File: config.mk
export PLATFORM = sky130hd
export DESIGN_NAME = romulus_tbc_sequencer
export DESIGN_NICKNAME = d
export VERILOG_FILES = /design/src/rtl/romulus_tbc_sequencer.sv
export SDC_FILE = /design/constraint.sdc
export NUM_CORES = 1
export LEC_CHECK = 0
export CORE_MARGIN = 3
export CORE_UTILIZATION = 30
export DETAILED_ROUTE_END_ITERATION = 6
export MAX_ROUTING_LAYER = met4
export PLACE_DENSITY = 0.59
export SLEW_MARGIN = 20
export SYNTH_ARGS = -nofsm -noshare
export SYNTH_HDL_FRONTEND = slang
export SYNTH_SLANG_ARGS = --single-unit
File: constraint.sdc
create_clock -name clk -period 1.7 [get_ports clk]
set_input_delay 0.34 -clock clk [delete_from_list [all_inputs] [get_ports clk]]
set_output_delay 0.34 -clock clk [all_outputs]
set_load 0.01 [all_outputs]
File: src/rtl/romulus_tbc_sequencer.sv
// Round/tweakey sequencer for the Romulus SKINNY-128-384+ datapath.
// Runs one full TBC call or one counter-only update per command.
module romulus_tbc_sequencer #(
   parameter int ROUNDS = 40,
   parameter int UNROLL = 2,
   parameter int CONSTW = 6*UNROLL
) (
   input  logic              clk,
   input  logic              rst,
   input  logic              start_tbc,
   input  logic              start_cnt,
   output logic              ready,
   output logic              done,
   output logic [CONSTW-1:0] constant,
   output logic              sen,
   output logic              senc,
   output logic              xen,
   output logic              xenc,
   output logic              yen,
   output logic              yenc,
   output logic              zen,
   output logic              zenc,
   output logic              correct_cnt
);

   localparam logic [1:0] S_IDLE    = 2'd0;
   localparam logic [1:0] S_ROUND   = 2'd1;
   localparam logic [1:0] S_CORRECT = 2'd2;
   localparam logic [1:0] S_CNT     = 2'd3;

   localparam int         CYCLES = ROUNDS/UNROLL;
   localparam logic [5:0] LAST   = 6'(CYCLES-1);

   logic [1:0] state;
   logic [5:0] rnd;
   logic [5:0] lfsr;
   logic [5:0] lfsr_adv;
   logic [5:0] rc;

   // Unroll the LFSR: each step yields one round's constant.
   always_comb begin
      rc       = lfsr;
      constant = '0;
      for (int k = 0; k < UNROLL; k++) begin
         rc = {rc[4:0], ~(rc[5] ^ rc[4])};
         constant[CONSTW-1-6*k -: 6] = rc;
      end
      lfsr_adv = rc;
   end

   always_ff @(posedge clk) begin
      if (rst) begin
         state <= S_IDLE;
         rnd   <= '0;
         lfsr  <= '0;
         done  <= 1'b0;
      end else begin
         done <= 1'b0;
         case (state)
            S_IDLE: begin
               if (start_tbc) begin
                  state <= S_ROUND;
                  rnd   <= '0;
               end else if (start_cnt) begin
                  state <= S_CNT;
               end
            end
            S_ROUND: begin
               rnd <= rnd + 6'd1;
               // Reload early so CORRECT/IDLE already show the first-cycle constants.
               if (rnd == LAST) begin
                  state <= S_CORRECT;
                  lfsr  <= '0;
               end else begin
                  lfsr <= lfsr_adv;
               end
            end
            S_CORRECT: begin
               state <= S_IDLE;
               done  <= 1'b1;
            end
            S_CNT: begin
               state <= S_IDLE;
               done  <= 1'b1;
            end
            default: state <= S_IDLE;
         endcase
      end
   end

   always_comb begin
      ready       = 1'b0;
      sen         = 1'b0;
      senc        = 1'b0;
      xen         = 1'b0;
      xenc        = 1'b0;
      yen         = 1'b0;
      yenc        = 1'b0;
      zen         = 1'b0;
      zenc        = 1'b0;
      correct_cnt = 1'b0;
      case (state)
         S_IDLE: ready = 1'b1;
         S_ROUND: begin
            sen  = 1'b1;
            senc = 1'b1;
            xen  = 1'b1;
            xenc = 1'b1;
            yen  = 1'b1;
            yenc = 1'b1;
            zen  = 1'b1;
            zenc = 1'b1;
         end
         S_CORRECT: begin
            xen = 1'b1;
            yen = 1'b1;
            zen = 1'b1;
         end
         S_CNT: begin
            zen         = 1'b1;
            correct_cnt = 1'b1;
         end
         default: ready = 1'b0;
      endcase
   end

endmodule

==> summary.md, run 1 <==
| Metric | Value |
|---|---|
| Hold Crit Class | reg -> reg |
| Peak supply drop | roughly 650 µV |
| Layout cell share with drive strength beyond 1 | 19.4% |
| Crit-path max FO | 4 |
| Maxcap violations | 0 |
| Arrival time at the worst endpoint | 1.25 ns |
| Total core area | between 2000 and 3000 µm² |
| Warnings from Yosys | 0 |
| Worst rel slew slack | 76.2% |
| Hold_ws | 0.498 ns |
| WP data required | ~1.4 ns |
| Gp weighted congestion | 0.749 |
| Yosys top cell area share | 31.8% |
| Post-CTS Hold Buffers | 0 |
| P_leak | between 0.0004 and 0.0005 µW |
| Cell Pwr Density | ~1300 nW/µm² |
| Avg Cell Area, Syn | 8.75 µm² |
| Area grow syn2layout | 31.7% |
| Antenna Nets Post-Route | 0 |
| WL/cell | 11.5 µm |
| Syn_nets | about 120 |
| Minimum clock period | 1.59 ns |
| Pwr Total | 1570 µW |
| Yosys top cell by area | dfxtp_1 |
| Vias in the first global route | 714 |
| DIE WIDTH | slightly above 60 µm |
| Seq/Total Area, Yosys | 31.8% |
| Clk root buf | clkbuf_4 |
| Top FF cell, synth | dfxtp_1 |
| Cells after synthesis | 108 |
| All-Layer GR Usage | 10.6% |
| Pin count of the biggest net entering global routing | 19 |
| DRT Pass-1 Iters | 4 |
| I/O pin cnt | 27 |
| Setup crit start kind | flop |
| RSZ-0062 raised after global routing | false |
| Seq cells post-synth | 15 |
| Die Footprint | 3860 µm² |
| Synth top cells by count | 15 x buf_4, 15 x dfxtp_1, 10 x inv_1, 7 x nand2_1, 6 x ha_1 |
| Synth unique cells | 37 |
| Clk pin slew, worst setup/hold paths | 0.09 ns |
| CTS max path bufs | 2 |
| Critical Path Sink Type | primary output |
| Final Core Density | 43.2% |
| Worst-skew pair later-pin latency | 0.29 ns |
| Detail-routed via count per cell | 4.82 |
| Initial DRC count | 5 |
| CTS tree | built |
| DP HPWL | approximately 1.5 mm |
| Final WL | 1.96 mm |
| Filler cell count | 300 |
| Number of synthesized flops with an enable pin | 0 |
| Post-synthesis async set-or-reset flop share | 0% |
| Global-route wire length before repair | around 3.2 mm |
| Outcome | finished clean |
| Top cells by area, synth | dfxtp_1 32%, buf_4 12%, ha_1 7.9% |
| Clock Sinks | 15 |
| Starting Density | 32.8% |
| # diodes | 0 |
| CTS buffer count | 3 |
| Post-route setup TNS | 0 ns |
| Port Buf Inserts | 26 |
| # DRC | 0 |
| Die H | a little over 60 µm |
| Slowest-stage cell, CP | dfxtp_4 |
| Final net count | 140 |
| WS Path Type | reg -> out |
| Initial antenna violation count | 0 |
| CP Cell Sequence | inv_2 -> ha_1 -> clkdlybuf4s15_1 |
| Synth Cell Area | 945 µm² |
| Rows | 19 |
| Total grt overflow | 0 |
| Largest stage delay, worst path | 0.36 ns |
| Pins Over Slew Limit | 0 |
| Final Hold Vio Count | 0 |
| Vias | between 800 and 900 |
| Slew @ Worst Pin | 0.347 ns |
| Final clock skew | 0.00326 ns |
| Fmax | 627 MHz |
| # setup viols final | 0 |
| Period utilisation layout | between 90% and 100% |
| CTS H-tree depth | 1 |
[state kept, by name, indices dropped and copies added, names as in the netlist]
name and flops:
done 1, lfsr 6, rnd 6, state 2
[final cells by class]
cell class | count | area [µm²] | share of cell area [%]
clock buffers | 3 | 22.5 | 1.81
clock inverters | 1 | 5.00 | 0.402
inverters | 10 | 37.5 | 3.02
multi-input cells | 64 | 497 | 39.9
flip-flops and latches | 15 | 308 | 24.7
well taps | 42 | 52.6 | 4.23
repair buffers | 36 | 322 | 25.9
[per-stage QoR]
stage / setup WS [ns] / std cells / instance area (µm²)
floorplan: 0.0708 / 108 / 945
global placement: 0.0366 / 166 / 1180
detailed placement: 0.000328 / 166 / 1180
CTS: 0.00608 / 170 / 1230
global route: 0.0278 / 171 / 1240
finish: 0.105 / 171 / 1240
[logic make-up after synthesis]
group,share of synthesized area (%)
buffers and inverters,19.1
adder cells (fa/ha/maj),7.95
AND/OR/NAND/NOR,15.9
XOR/XNOR,2.78
AO/OA/AOI/OAI,20.3
multiplexers,2.25
flip-flops,31.8
[what timing repair did]
| action | in CTS | in global routing |
|---|---|---|
| hold endpoints to repair | 0 | 0 |
| buffers inserted | 0 | 1 |
| setup endpoints to repair | 13 | 2 |
| resized for setup | 24 | 3 |
[metal layers]
metal  vias to the layer above  routed length (µm)  track usage, %
met3                         4                 133            4.14
met2                        25                 891            17.1
met5                         -                   0               -
met4                         0                  26            3.31
li1                        413                   -               -
met1                       382                 908            12.3
[cell usage in the layout (no fill, tap or decap), types with 2 or more instances in the layout]
cell              n
a21oi_1           4
buf_4            10
clkbuf_4          3
clkdlybuf4s15_1   2
clkdlybuf4s50_1  13
dfxtp_1          11
dfxtp_2           3
dlygate4sd2_1    11
ha_1              4
ha_4              2
inv_1             8
inv_2             2
nand2_1           7
nand3_1           2
nand3b_1          2
nor2_1            3
nor2b_1           2
nor3_1            2
o21ai_0           4
o21ai_1           3
o31ai_1           3
o32ai_1           4
or3_1             2
[power breakdown]
group	switching [µW]	internal, µW
clock network	122	87.6
logic	441	452
registers	44.7	418
total	607	958
[critical path: cells and delay by family, from the launching register on]
kind	cells	cell delay, ns
buffers and inverters	2	0.30
DFF	1	0.36
adders and majority gates	1	0.30
[final timing paths]
| path | start | to | slack (ns) | depth (start not counted) |
|---|---|---|---|---|
| max reg2reg | state[0] | state[1] | 0.19 | 6 |
| max | state[0] | yen | 0.11 | 3 |
| min | rnd[5] | rnd[5] | 0.50 | 2 |
| min reg2reg | rnd[5] | rnd[5] | 0.50 | 2 |
Power figures use the tool's default switching activity.
==> run 2: changes to the inputs <==
--- a/config.mk
+++ b/config.mk
@@ -5,6 +5,7 @@
 export SDC_FILE = /design/constraint.sdc
 export NUM_CORES = 1
 export LEC_CHECK = 0
+export CAP_MARGIN = 5
 export CORE_MARGIN = 3
 export CORE_UTILIZATION = 30
 export DETAILED_ROUTE_END_ITERATION = 6
==> results of run 2 <==
Same layout as run 1: the final DEF is identical, and so are final timing and power.
==> run 3: changes to the inputs <==
--- a/config.mk
+++ b/config.mk
@@ -8,6 +8,7 @@
 export CAP_MARGIN = 5
 export CORE_MARGIN = 3
 export CORE_UTILIZATION = 30
+export CTS_CLUSTER_DIAMETER = 80
 export DETAILED_ROUTE_END_ITERATION = 6
 export MAX_ROUTING_LAYER = met4
 export PLACE_DENSITY = 0.59
==> results of run 3 <==
Same layout as run 1: the final DEF is identical, and so are final timing and power.
